<file path="src/rtl/bootloader_top.sv">
// bootloader_top: UART-framed commands drive SPI flash transfers; a break aborts, command 0x00 requests warmboot.
module bootloader_top #(
  parameter int CLK_FREQ      = 12000000,
  parameter int UART_BAUDRATE = 115200
) (
  input  logic clk,
  input  logic rst_n,
  input  logic uart0_rx,
  output logic uart0_tx,
  output logic spi_sck,
  output logic spi_so,
  input  logic spi_si,
  output logic spi_ss,
  output logic boot
);
  localparam int BIT = CLK_FREQ / UART_BAUDRATE;
  localparam int TW  = $clog2(BIT);
  localparam int BRK = 16 * BIT;
  localparam int BW  = $clog2(BRK + 1);
  typedef enum logic [2:0] {IDLE, TXL0, TXL1, RXL0, RXL1, XFER_TX, XFER_RX, BOOT} state_t;
  state_t r_state, w_next;
  logic [1:0] r_rx_s;
  logic [BW-1:0] r_brk_cnt;
  logic r_rx_busy, r_rx_vld;
  logic [3:0] r_rx_bit;
  logic [TW-1:0] r_rx_tick;
  logic [7:0] r_rx_sr;
  logic r_tx_full;
  logic [7:0] r_tx_hold;
  logic [9:0] r_tx_sh;
  logic [3:0] r_tx_bits;
  logic [TW-1:0] r_tx_tick;
  logic r_spi_busy, r_spi_done, r_sck, r_so;
  logic [3:0] r_spi_cnt;
  logic [6:0] r_spi_sr;
  logic [7:0] r_spi_in;
  logic [15:0] r_tx_len, r_rx_len;
  logic r_ss, r_boot;
  logic w_rx, w_in_brk, w_brk_hit, w_tx_end, w_tx_load, w_spi_start, w_tx_q;
  logic [7:0] w_spi_data;
  assign w_rx      = r_rx_s[1];
  assign w_in_brk  = r_brk_cnt == BW'(BRK);
  assign w_brk_hit = !w_rx && r_brk_cnt == BW'(BRK - 1);
  assign w_tx_end  = r_tx_tick == TW'(BIT - 1);
  assign w_tx_load = r_tx_full && (r_tx_bits == 4'd0 || (r_tx_bits == 4'd1 && w_tx_end));
  assign uart0_tx  = r_tx_sh[0];
  assign spi_sck   = r_sck;
  assign spi_so    = r_so;
  assign spi_ss    = r_ss;
  assign boot      = r_boot;
  // Receiver stays idle for the whole break until the line returns high.
  always_ff @(posedge clk or negedge rst_n) begin
    if (!rst_n) begin
      r_rx_s    <= 2'b11;
      r_brk_cnt <= '0;
      r_rx_busy <= 1'b0;
      r_rx_vld  <= 1'b0;
      r_rx_bit  <= 4'd0;
      r_rx_tick <= '0;
      r_rx_sr   <= 8'h00;
    end else begin
      r_rx_s    <= {r_rx_s[0], uart0_rx};
      r_brk_cnt <= w_rx ? '0 : w_in_brk ? r_brk_cnt : r_brk_cnt + 1'b1;
      r_rx_vld  <= 1'b0;
      if (w_in_brk || w_brk_hit) r_rx_busy <= 1'b0;
      else if (!r_rx_busy) begin
        r_rx_busy <= !w_rx;
        r_rx_tick <= '0;
        r_rx_bit  <= 4'd0;
      end else if (r_rx_tick != (r_rx_bit == 4'd0 ? TW'(BIT / 2 - 1) : TW'(BIT - 1))) r_rx_tick <= r_rx_tick + 1'b1;
      else begin
        r_rx_tick <= '0;
        r_rx_bit  <= r_rx_bit + 1'b1;
        if (r_rx_bit == 4'd0) r_rx_busy <= !w_rx;
        else if (r_rx_bit == 4'd9) begin
          r_rx_busy <= 1'b0;
          r_rx_vld  <= w_rx;
        end else r_rx_sr <= {w_rx, r_rx_sr[7:1]};
      end
    end
  end
  // Reloading on the final stop-bit tick keeps consecutive bytes gap-free.
  always_ff @(posedge clk or negedge rst_n) begin
    if (!rst_n) begin
      r_tx_full <= 1'b0;
      r_tx_hold <= 8'h00;
      r_tx_sh   <= '1;
      r_tx_bits <= 4'd0;
      r_tx_tick <= '0;
    end else begin
      if (w_tx_load) begin
        r_tx_sh   <= {1'b1, r_tx_hold, 1'b0};
        r_tx_bits <= 4'd10;
        r_tx_tick <= '0;
      end else if (r_tx_bits != 4'd0) begin
        r_tx_tick <= w_tx_end ? '0 : r_tx_tick + 1'b1;
        r_tx_sh   <= w_tx_end ? {1'b1, r_tx_sh[9:1]} : r_tx_sh;
        r_tx_bits <= w_tx_end ? r_tx_bits - 1'b1 : r_tx_bits;
      end
      if (w_tx_q) begin
        r_tx_full <= 1'b1;
        r_tx_hold <= r_spi_in;
      end else if (w_tx_load || w_brk_hit) r_tx_full <= 1'b0;
    end
  end
  always_ff @(posedge clk or negedge rst_n) begin
    if (!rst_n) begin
      r_spi_busy <= 1'b0;
      r_spi_done <= 1'b0;
      r_spi_cnt  <= 4'd0;
      r_spi_sr   <= 7'd0;
      r_spi_in   <= 8'h00;
      r_sck      <= 1'b0;
      r_so       <= 1'b0;
    end else begin
      r_spi_done <= 1'b0;
      if (w_brk_hit) begin
        r_spi_busy <= 1'b0;
        r_sck      <= 1'b0;
        r_so       <= 1'b0;
      end else if (w_spi_start) begin
        r_spi_busy <= 1'b1;
        r_spi_cnt  <= 4'd0;
        r_spi_sr   <= w_spi_data[6:0];
        r_so       <= w_spi_data[7];
      end else if (r_spi_busy) begin
        r_sck     <= !r_sck;
        r_spi_cnt <= r_spi_cnt + 1'b1;
        r_spi_in  <= r_sck ? r_spi_in : {r_spi_in[6:0], spi_si};
        r_spi_sr  <= r_sck ? {r_spi_sr[5:0], 1'b0} : r_spi_sr;
        r_so      <= r_sck ? r_spi_sr[6] : r_so;
        r_spi_busy <= r_spi_cnt != 4'd15;
        r_spi_done <= r_spi_cnt == 4'd15;
      end
    end
  end
  always_ff @(posedge clk or negedge rst_n) begin
    if (!rst_n) begin
      r_state <= IDLE;
      r_ss    <= 1'b1;
      r_boot  <= 1'b0;
    end else begin
      r_state <= w_next;
      r_ss    <= !(w_next == XFER_TX || w_next == XFER_RX);
      r_boot  <= r_boot || w_next == BOOT;
    end
  end
  always_comb begin
    w_next = r_state;
    case (r_state)
      IDLE:    if (r_rx_vld) w_next = r_rx_sr == 8'h01 ? TXL0 : r_rx_sr == 8'h00 ? BOOT : IDLE;
      TXL0:    if (r_rx_vld) w_next = TXL1;
      TXL1:    if (r_rx_vld) w_next = RXL0;
      RXL0:    if (r_rx_vld) w_next = RXL1;
      RXL1:    if (r_rx_vld) w_next = r_tx_len != 16'd0 ? XFER_TX : {r_rx_sr, r_rx_len[7:0]} != 16'd0 ? XFER_RX : IDLE;
      XFER_TX: if (r_tx_len == 16'd0 && !r_spi_busy) w_next = r_rx_len != 16'd0 ? XFER_RX : IDLE;
      XFER_RX: if (r_rx_len == 16'd0 && !r_spi_busy && !r_spi_done) w_next = IDLE;
      default: w_next = r_state;
    endcase
    if (w_brk_hit && r_state != BOOT) w_next = IDLE;
  end
  // A read byte only starts once its predecessor has left the TX holding register.
  always_comb begin
    w_spi_start = !w_brk_hit && !r_spi_busy &&
                  ((r_state == XFER_TX && r_rx_vld && r_tx_len != 16'd0) ||
                   (r_state == XFER_RX && r_rx_len != 16'd0 && !r_spi_done && !r_tx_full));
    w_spi_data  = r_state == XFER_TX ? r_rx_sr : 8'h00;
    w_tx_q      = !w_brk_hit && r_state == XFER_RX && r_spi_done;
  end
  always_ff @(posedge clk or negedge rst_n) begin
    if (!rst_n) begin
      r_tx_len <= 16'd0;
      r_rx_len <= 16'd0;
    end else if (w_brk_hit && r_state != BOOT) begin
      r_tx_len <= 16'd0;
      r_rx_len <= 16'd0;
    end else if (r_rx_vld && r_state == TXL0) r_tx_len[7:0] <= r_rx_sr;
    else if (r_rx_vld && r_state == TXL1) r_tx_len[15:8] <= r_rx_sr;
    else if (r_rx_vld && r_state == RXL0) r_rx_len[7:0] <= r_rx_sr;
    else if (r_rx_vld && r_state == RXL1) r_rx_len[15:8] <= r_rx_sr;
    else if (w_spi_start && r_state == XFER_TX) r_tx_len <= r_tx_len - 1'b1;
    else if (w_spi_start) r_rx_len <= r_rx_len - 1'b1;
  end
endmodule

</file>
<file path="config.mk">
export PLATFORM = sky130hd
export DESIGN_NAME = bootloader_top
export DESIGN_NICKNAME = d
export VERILOG_FILES = /design/src/rtl/bootloader_top.sv
export SDC_FILE = /design/constraint.sdc
export NUM_CORES = 1
export LEC_CHECK = 0
export CAP_MARGIN = 15
export CORE_MARGIN = 4
export CORE_UTILIZATION = 35
export DETAILED_ROUTE_END_ITERATION = 8
export PLACE_DENSITY_LB_ADDON = 0.25
export SETUP_SLACK_MARGIN = 0.15
export SLEW_MARGIN = 10
export SYNTH_ARGS = -nofsm -noshare
export SYNTH_HDL_FRONTEND = slang
export SYNTH_SLANG_ARGS = --single-unit
</file>
<file path="constraint.sdc">
create_clock -name clk -period 3.4 [get_ports clk]
set_clock_uncertainty 0.05 [all_clocks]
set_input_delay 0.68 -clock clk [delete_from_list [all_inputs] [get_ports clk]]
set_output_delay 0.68 -clock clk [all_outputs]
set_load 0.01 [all_outputs]
</file>
# Word level (Yosys, flattened, before mapping)
# Index checks and enable logic that the tools add are counted.
word_totals:
  regBits: 124
  input_bits: 4
  out_inout_bits: 5
  elab_cells: 220
classes:
  add_sub_neg: 8
  n_eq_ne: 33
  mux: 78
  bitwise_logic: 7
  reduce_logical: 68
op_table:
  columns: ["cell", "count"]
  rows:
  - ["2-to-1 mux 16 bit", 9]
  - ["2-to-1 mux 8 bit", 9]
  - ["2-to-1 mux 7 bit", 9]
  - ["nonzero test 16 bit", 3]
  - ["2-to-1 mux 3 bit", 13]
  - ["logical NOT 16 bit", 2]
  - ["subtractor 16 x 1 -> 16 bit (second input constant)", 2]
  - ["2-to-1 mux 10 bit", 3]
  - ["2-to-1 mux 4 bit", 7]
  - ["inequality test 3 bit (second input constant)", 9]
  - ["2-to-1 mux 1 bit", 25]
  - ["== test 11 bit (second input constant)", 2]
  - ["2-to-1 mux 11 bit", 2]
  - ["logical AND 1 bit", 21]
  - ["case mux 3 bit (7 select lines)", 1]
  - ["== test 3 bit (second input constant)", 6]
  - ["nonzero test 3 bit", 6]
  - ["AND reduction 5 bit", 3]
  - ["adder 7 x 1 -> 7 bit (second input constant)", 2]
  - ["inequality test 2 bit (second input constant)", 6]
  - ["AND reduction 4 bit", 3]
  - ["nonzero test 2 bit", 6]
  - ["adder 11 x 1 -> 11 bit (second input constant)", 1]
  - ["AND reduction 2 bit", 5]
  - ["other kinds (18)", 39]

# Logic depth before layout (Yosys ltp)
# Gate-level depths: netlist of run 1.
logic_depth:
  ltp_word: 13
  depth_mapped: 9
  ltp_nobuf: 8

# Worst setup path before layout of run 1
# OpenSTA, ideal clock, no wires.
synth_path:
  path_kind: "flip-flop to flip-flop"
  start: "register r_tx_len[0]"
  end: "register r_tx_len[14]"
  setup_time_ns: 0.123
  arrival_ns: 2.263
  required_time_ns: 3.227
  slack_ns: 0.964
  stages_incl_launch_ff: 9
  n_path_buf: 0
  period_less_slack_ns: 2.436
  path_cell_list: "dfrtp_1 -> inv_1 -> ha_1 -> or4b_2 -> nor4_4 -> nor4_4 -> a211oi_4 -> a21oi_1 -> o2bb2a_2"
synth_between:
  elab_chain_cells: 7
  word_cells_on_any_way: 14
  cone_classes: "add/sub (1); mux (6); reduce/logical (7)"
synth_lines:
  columns: ["item", "line_no", "rtl"]
  rows:
  - ["start: declaration", "37", "logic [15:0] r_tx_len, r_rx_len;"]
  - ["start signal: assignment", "177", "end else if (r_rx_vld && r_state == TXL0) r_tx_len[7:0] <= r_rx_sr;"]
  - ["start signal: assignment", "181", "else if (w_spi_start && r_state == XFER_TX) r_tx_len <= r_tx_len - 1'b1;"]
  - ["subtractor 16 x 1 -> 16 bit or nonzero test 16 bit (tied branches)", "181, 165", null]
  - ["2-to-1 mux 16 bit or logical AND 1 bit (tied branches)", "181, 165", null]
  - ["2-to-1 mux 16 bit or logical OR 1 bit (tied branches)", "180, 165", null]
  - ["2-to-1 mux 16 bit or logical AND 1 bit (tied branches)", "179, 164", null]
  - ["2-to-1 mux 8 bit or logical AND 1 bit (tied branches)", "178, 181", null]
  - ["2-to-1 mux 8 bit or nonzero test 3 bit (tied branches)", null, null]
  - ["2-to-1 mux 16 bit or AND reduction 4 bit (tied branches)", null, null]
# Several ways; a longest one is shown, not always the timed one. The select of a mux whose other input is x is not followed.
# A chain may end at the register's enable or synchronous reset.

# Final worst setup path of run 1
layout_path:
  start: "register r_tx_len[0]"
  end: "register r_tx_len[15]"
# The elaborated chain is that of the path after synthesis.

==> impl_results.rst, run 1 <==
.. list-table::
   :header-rows: 1

   * - Metric
     - Value
   * - Insertion delay to the later sink of the worst-skew pair
     - 0.42 ns
   * - Power Internal
     - 2.44 mW
   * - Headroom to the max-slew limit
     - 30.4%
   * - Yosys warning count
     - 0
   * - Post-layout power
     - 3.18 mW
   * - Leakage power
     - 3.46 nW
   * - First-pass GRT wire length
     - 25,900 µm
   * - Proportion of synthesized flip-flops having asynchronous set or reset
     - 100%
   * - Number of distinct standard cells referenced by the synthesized netlist
     - 76
   * - Cell repeated most along the worst path
     - nor4_4
   * - Cell breakdown of the critical path
     - inv_1 -> ha_1 -> or4b_2 -> nor4_4 -> nor4_4 -> a211oi_4 -> a21oi_1 -> o2bb2a_2
   * - Post-detailed-placement half-perimeter wirelength
     - 10,300 µm
   * - RSZ-0062 raised after global routing
     - no
   * - Buffers plus inverters on the worst setup path
     - 1
   * - Via-per-instance ratio
     - 5.30
   * - Vias in the first global route
     - 5,245
   * - Most common cell after layout, fill and taps aside
     - dfrtp_1
   * - CP Data Required Time
     - 3.66 ns
   * - Detailed Routing Iterations Pass 1
     - 4
   * - Instance area at placement
     - 7130 µm²
   * - Number of buffers on the longest clock path
     - 2
   * - Largest net degree at the start of global routing
     - 61
   * - Fraction of layout cells with a size suffix above 1
     - 15.7%
   * - Critical path's largest stage delay
     - 0.63 ns
   * - Sequential power share
     - 46.4%
   * - Initial standard-cell utilization of the core
     - 35.9%
   * - Launching element type of the critical path
     - register
   * - Synthesized instance count
     - 697
   * - IO Port Bufs
     - 8
   * - Final core utilization
     - 40.8%
   * - Register clock-pin slew on the reported worst setup and hold paths
     - 0.06 ns
   * - Class of the worst hold path
     - in2async
   * - Switching share of power
     - 23.1%
   * - Mapped Area
     - 6760 µm²
   * - Fmax achieved
     - 363 MHz
   * - Total track usage
     - 14.6%
   * - Number of max-capacitance violations reported
     - 0
   * - Clock network fraction of total power
     - 52.1%
   * - DRT antenna net count
     - 0
   * - Residual DRC
     - 0
   * - Antenna violations before repair
     - 0
   * - Count of vias placed by the detailed router
     - 5,191
   * - Routed length per placed instance
     - 15.2 µm
   * - Largest fanout on the critical path
     - 19
   * - TritonCTS clock tree
     - built
   * - Routability-driven placement congestion ratio
     - 0.826
   * - Die Y
     - 147 µm
   * - Largest delay contributor family on the critical path
     - simple AND/OR/NAND/NOR gates
   * - Crit path time final
     - 2.75 ns
   * - Slew at the pin closest to its max-slew limit
     - 1.04 ns
   * - # diodes
     - 0
   * - Hold Fails Final Rpt
     - 0
   * - Overall die width
     - 147 µm
   * - Post-route cell area
     - 7680 µm²
   * - Total wire length
     - 14,900 µm
   * - Run status
     - complete, no violations
   * - Layout overhead on the synthesized area
     - 13.7%
   * - Worst endpoint data arrival time
     - 3.01 ns
   * - Number of nets in the finished design
     - 723
   * - Power per cell area
     - 414 nW/µm²
   * - Post-CTS repair timing setup buffer count
     - 0
   * - Synthesized netlist net count
     - 714
   * - Clock sink total
     - 123
   * - Top_reg_cell synth
     - dfrtp_1
   * - Hold buffer count at cts
     - 0
   * - DRT iter0 DRCs
     - 358
   * - Commonest cells after routing, fill and taps aside
     - dfrtp_1 (111), nand2_1 (86), nor2_1 (58), a21oi_1 (44), o21ai_0 (36)
   * - I/O pin count
     - 9
   * - GRT overflow
     - 0
   * - Cell at the root of the clock tree
     - clkbuf_16
   * - Share of power burned in combinational logic
     - 1.5%
   * - Final period util
     - 81.0%
   * - Category of the most critical setup path
     - reg2reg
   * - Share of the yosys chip area belonging to registers
     - 45.8%
   * - Number of enable-type register cells in the synthesized netlist
     - 0
   * - Critical path's slowest cell
     - or4b_2
   * - Setup TNS after final layout
     - 0 ns
   * - Area of the die
     - 21,600 µm²
   * - Std cell rows
     - 50
   * - Post-synthesis sequential element count
     - 123
   * - Number of levels in the clock H-tree
     - 4
   * - Type of element capturing the critical path
     - register
   * - Max Transition Viols Final
     - 0
   * - Syn avg cell area
     - 9.69 µm²
   * - Total setup violations reported at the end of the flow
     - 0
   * - Peak VDD IR
     - 0.332 mV
   * - Clock buffer count from CTS
     - 17
   * - Number of instances resized during post-cts repair
     - 0
   * - Switching power
     - 0.735 mW
   * - Floorplan core area
     - 18,800 µm²
[worst register-to-register path, cell delays in order (launching register included)]
cell and delay, ns:
dfrtp_1 0.40, inv_1 0.07, ha_1 0.17, or4b_2 0.63, nor4_4 0.32, nor4_4 0.20
a211oi_4 0.47, a21oi_1 0.07, o2bb2a_2 0.27
[path summary, 6_finish.rpt]
kind / start / to / slack [ns] / depth (start not counted)
max: r_tx_len[0]$_DFFE_PN0P_ / r_tx_len[15]$_DFFE_PN0P_ / 0.65 / 8
min: rst_n / r_tx_len[7]$_DFFE_PN0P_ / 0.28 / 1
max reg2reg: r_tx_len[0]$_DFFE_PN0P_ / r_tx_len[15]$_DFFE_PN0P_ / 0.65 / 8
min reg2reg: r_rx_s[0]$_DFF_PN1_ / r_rx_s[1]$_DFF_PN1_ / 0.31 / 0
max in group asynchronous: rst_n / r_rx_s[1]$_DFF_PN1_ / 2.19 / 2
min in group clk: r_rx_s[0]$_DFF_PN1_ / r_rx_s[1]$_DFF_PN1_ / 0.31 / 0
[routing by layer]
layer | GRT usage, % | vias up | share of wire (%)
met1 | 19.3 | 2556 | 48
li1 | - | 2546 | -
met5 | 0 | - | 0
met3 | 3.55 | 16 | 3.4
met2 | 23.4 | 73 | 48
met4 | 4.89 | 0 | 1.1
[synthesized netlist by cell type (all sizes together), types with 14 or more instances]
cell    count  share of area (%)
nand2      87                4.9
xor2       16                2.1
dfrtp     111                 41
clkbuf     22                1.2
mux2       26                4.3
nor2       61                3.6
nor3       14                1.3
a21oi      47                3.8
a31oi      18                1.7
o21ai      38                3.0
nand3      21                1.6
[cell type report]
| cell class | instances | area (µm²) |
|---|---|---|
| fillers | 1814 | 11200 |
| multi-input cells | 530 | 3470 |
| flip-flops and latches | 123 | 3090 |
| clock buffers | 18 | 439 |
| well taps | 260 | 325 |
| repair buffers | 21 | 188 |
| clock inverters | 14 | 111 |
| inverters | 13 | 48.8 |
[power by group through the flow]
stage / registers (mW) / logic [mW] / clock network (mW)
5_1_grt: 1.47 / 0.0576 / 1.77
3_5_place_dp: 1.50 / 0.0518 / 0
3_3_place_gp: 1.50 / 0.0510 / 0
2_1_floorplan: 1.50 / 0.00978 / 0
4_1_cts: 1.47 / 0.0518 / 1.70
6_report: 1.47 / 0.0486 / 1.66
[registers in the layout, summed over array words and instances, names as in the netlist, 2 cells and up]
name	flops
r_brk_cnt	11
r_rx_bit	4
r_rx_len	16
r_rx_s	2
r_rx_sr	8
r_rx_tick	7
r_spi_cnt	4
r_spi_in	8
r_spi_sr	7
r_state	3
r_tx_bits	4
r_tx_hold	8
r_tx_len	16
r_tx_sh	9
r_tx_tick	7
[logic make-up (layout without fill, tap and decap cells)]
logic type | after synthesis | in the layout | share of synthesized area (%)
xor gates and xnor gates | 25 | 25 | 3.24
and+or+nand+nor | 284 | 284 | 22.5
buffers and inverters | 44 | 66 | 2.80
adders and majority gates | 13 | 13 | 2.41
DFF | 123 | 123 | 45.8
AOI/OAI and AO/OA | 174 | 174 | 17.8
muxes | 34 | 34 | 5.52
[stage by stage]
stage	cells	setup slack, ns	hold slack, ns
3_5_place_dp	947	0.633	0.301
2_1_floorplan	697	0.964	0.295
3_3_place_gp	947	0.648	0.301
4_1_cts	979	0.627	0.309
5_1_grt	979	0.440	0.309
6_report	979	0.646	0.283
No activity file was read; power rests on OpenSTA's default activity.
==> inputs of run 2 (changes only) <==
==> constraint.sdc (replaced) <==
create_clock -name clk -period 2.25 [get_ports clk]
set_clock_uncertainty 0.05 [all_clocks]
set_input_delay 0.45 -clock clk [delete_from_list [all_inputs] [get_ports clk]]
set_output_delay 0.45 -clock clk [all_outputs]
set_load 0.01 [all_outputs]
==> impl_results.rst, run 2 (synthesized netlist as in run 1, its figures left out) <==
.. list-table::
   :header-rows: 1

   * - Metric
     - Value
   * - Fraction of layout cells with a size suffix above 1
     - 37.6% (+22 points)
   * - Worst endpoint data arrival time
     - 2.59 ns (-0.42 ns)
   * - Largest net degree at the start of global routing
     - 54 (-11%)
   * - Number of buffers on the longest clock path
     - 2 (unchanged)
   * - Post-detailed-placement half-perimeter wirelength
     - 11,800 µm (+15%)
   * - Detailed Routing Iterations Pass 1
     - 5 (+1)
   * - Setup TNS after final layout
     - -0.849 ns (-0.849 ns)
   * - Count of vias placed by the detailed router
     - 5,875 (+13%)
   * - CP Data Required Time
     - 2.51 ns (-1.15 ns)
   * - Std cell rows
     - 50 (unchanged)
   * - DRT antenna net count
     - 0 (unchanged)
   * - Peak VDD IR
     - 0.541 mV (+63%)
   * - # diodes
     - 0 (unchanged)
   * - Switching power
     - 1.14 mW (+55%)
   * - Setup crit start
     - r_tx_len[7]$_DFFE_PN0P_
   * - Routed length per placed instance
     - 16.1 µm (+5.8%)
   * - Number of levels in the clock H-tree
     - 4 (unchanged)
   * - Area of the die
     - 21,600 µm² (unchanged)
   * - Largest registers ranked by flip-flop count
     - r_rx_len: 16 flops, r_tx_len: 16 flops, r_brk_cnt: 11 flops
   * - DRT iter0 DRCs
     - 325 (-9.2%)
   * - TritonCTS clock tree
     - built
   * - Sequential power share
     - 45.2% (-1.2 points)
   * - Final period util
     - 104% (+23 points)
   * - Share of power burned in combinational logic
     - 1.8% (+0.3 points)
   * - Register clock-pin slew on the reported worst setup and hold paths
     - 0.06 ns (about the same)
   * - Insertion delay to the later sink of the worst-skew pair
     - 0.42 ns (about the same)
   * - Residual DRC
     - 0 (unchanged)
   * - Max Transition Viols Final
     - 0 (unchanged)
   * - Class of the worst hold path
     - reg2reg
   * - Total track usage
     - 16.7% (+2.1 points)
   * - GRT overflow
     - 0 (unchanged)
   * - Leakage power
     - 4.24 nW (+23%)
   * - Commonest cells after routing, fill and taps aside
     - dfrtp_1 (111), buf_4 (111), nand2_1 (75), nor2_1 (52), a21oi_1 (26)
   * - Overall die width
     - 147 µm (unchanged)
   * - Reg-to-reg startpoint
     - r_tx_len[7]$_DFFE_PN0P_
   * - Number of nets in the finished design
     - 849 (+17%)
   * - Switching share of power
     - 23.2% (about the same)
   * - IO Port Bufs
     - 8 (unchanged)
   * - Cell at the root of the clock tree
     - clkbuf_16
   * - Hold Fails Final Rpt
     - 0 (unchanged)
   * - Number of max-capacitance violations reported
     - 0 (unchanged)
   * - Total setup violations reported at the end of the flow
     - 23 (+23)
   * - Category of the most critical setup path
     - reg2reg
   * - Run status
     - complete, but fails checks
   * - RSZ-0062 raised after global routing
     - yes
   * - Launching element type of the critical path
     - register
   * - Total instance count after detailed placement
     - 1,048 (+11%)
   * - Failing checks
     - negative setup slack
   * - Number of fillers in the final layout
     - 1,658 (-8.6%)
   * - Die Y
     - 147 µm (unchanged)
   * - Slew at the pin closest to its max-slew limit
     - 0.694 ns (-0.342 ns)
   * - First-pass GRT wire length
     - 29,500 µm (+14%)
   * - Min-Delay Startpoint
     - r_rx_s[0]$_DFF_PN1_
   * - Largest fanout on the critical path
     - 3 (-16)
   * - Routability-driven placement congestion ratio
     - 0.844 (+2.1%)
   * - Vias in the first global route
     - 6,025 (+15%)
   * - Headroom to the max-slew limit
     - 53.6% (+23 points)
   * - Fmax achieved
     - 428 MHz (+18%)
   * - Non-filler cells, final
     - 1,105 (+13%)
   * - Power Internal
     - 3.79 mW (+55%)
   * - Antenna violations before repair
     - 0 (unchanged)
   * - Clock sink total
     - 123 (unchanged)
   * - I/O pin count
     - 9 (unchanged)
   * - Clock network fraction of total power
     - 53.1% (+1.0 points)
   * - Via-per-instance ratio
     - 5.32 (+0.27%)
   * - Power per cell area
     - 524 nW/µm² (+27%)
   * - Crit path time final
     - 2.34 ns (-0.418 ns)
   * - Final worst-path setup slack
     - -0.0860 ns (-0.732 ns)
   * - Layout overhead on the synthesized area
     - 39.2%
   * - Type of element capturing the critical path
     - register
   * - Floorplan core area
     - 18,800 µm² (unchanged)
   * - Initial standard-cell utilization of the core
     - 35.9% (unchanged)
   * - Total wire length
     - 17,800 µm (+19%)
   * - Clock buffer count from CTS
     - 17 (unchanged)
[run 2: cell types whose count changed in the layout (fill, tap and decap cells not counted), moves of 11 or more]
cell     previous run  this run
a21oi_1            44        26
a21oi_2             2        13
buf_4              13       111
buf_6               0        17
nand2_1            86        75
o21ai_0            36        17
o21ai_1             1        14
[run 2: final cells by class]
cell class / count / area [µm²] / area share [%]
tap: 260 / 325 / 3.46
sequential: 123 / 3090 / 32.9
clock inverter: 14 / 136 / 1.45
multi-input combinational: 531 / 4080 / 43.4
clock buffer: 18 / 429 / 4.56
inverter: 13 / 48.8 / 0.519
timing repair buffer: 146 / 1290 / 13.8
[run 2: per-layer routing]
metal	up-vias	wire [µm]	global-route usage [%]
met2	106	9050	28.8
met3	27	539	2.96
met5	-	0	0
li1	2811	-	-
met1	2931	7860	21.0
met4	0	312	6.01
[run 2: repair_timing]
| item | 4_1_cts | 5_1_grt |
|---|---|---|
| buffers inserted | 15 | 5 |
| pin swaps | 51 | 22 |
| cloned | 4 | 0 |
| resized for setup | 82 | 56 |
| endpoints found under the setup margin | 73 | 91 |
| endpoints found under the hold margin | 27 | 0 |
| hold buffers | 1 | 0 |
[run 2: worst paths after layout]
check                                                 to  slack (ns)  cells after the start
min in group asynchronous       r_tx_len[12]$_DFFE_PN0P_        0.46                      2
max in group asynchronous         r_tx_sh[7]$_DFFE_PN1P_        0.99                      3
worst max-delay path                      boot$_DFF_PN0_       -0.09                      7
worst min-delay path                 r_rx_s[1]$_DFF_PN1_        0.31                      0
worst max register to register            boot$_DFF_PN0_       -0.09                      7
worst min register to register       r_rx_s[1]$_DFF_PN1_        0.31                      0
[run 2: power by group through the flow]
stage          sequential [mW]  clock (mW)  combinational (mW)
2_1_floorplan             2.27           0              0.0157
3_3_place_gp              2.26           0              0.0876
3_5_place_dp              2.26           0              0.0888
4_1_cts                   2.23        2.67              0.0918
5_1_grt                   2.23        2.79               0.102
6_report                  2.23        2.62              0.0869
[run 2: through the flow]
step | instance area (µm²) | util, % | worst slack, ns | hold slack [ns] | power [mW]
global placement | 8090 | 43.0 | -0.118 | 0.297 | 2.35
global route | 9410 | 50.0 | -0.173 | 0.315 | 5.12
detailed placement | 8090 | 43.0 | -0.163 | 0.298 | 2.35
floorplan | 6950 | - | -0.157 | 0.104 | 2.28
CTS | 9120 | 48.4 | -0.0599 | 0.307 | 4.99
finish | 9410 | 50.0 | -0.0860 | 0.306 | 4.93
[run 2: worst max-delay path, cell delays in order (launching register included)]
cell and delay [ns]:
dfrtp_1 0.39, or4_4 0.59, nor4_4 0.31, buf_4 0.18
a21o_1 0.13, a21oi_2 0.05, a311o_1 0.33, a31o_1 0.18
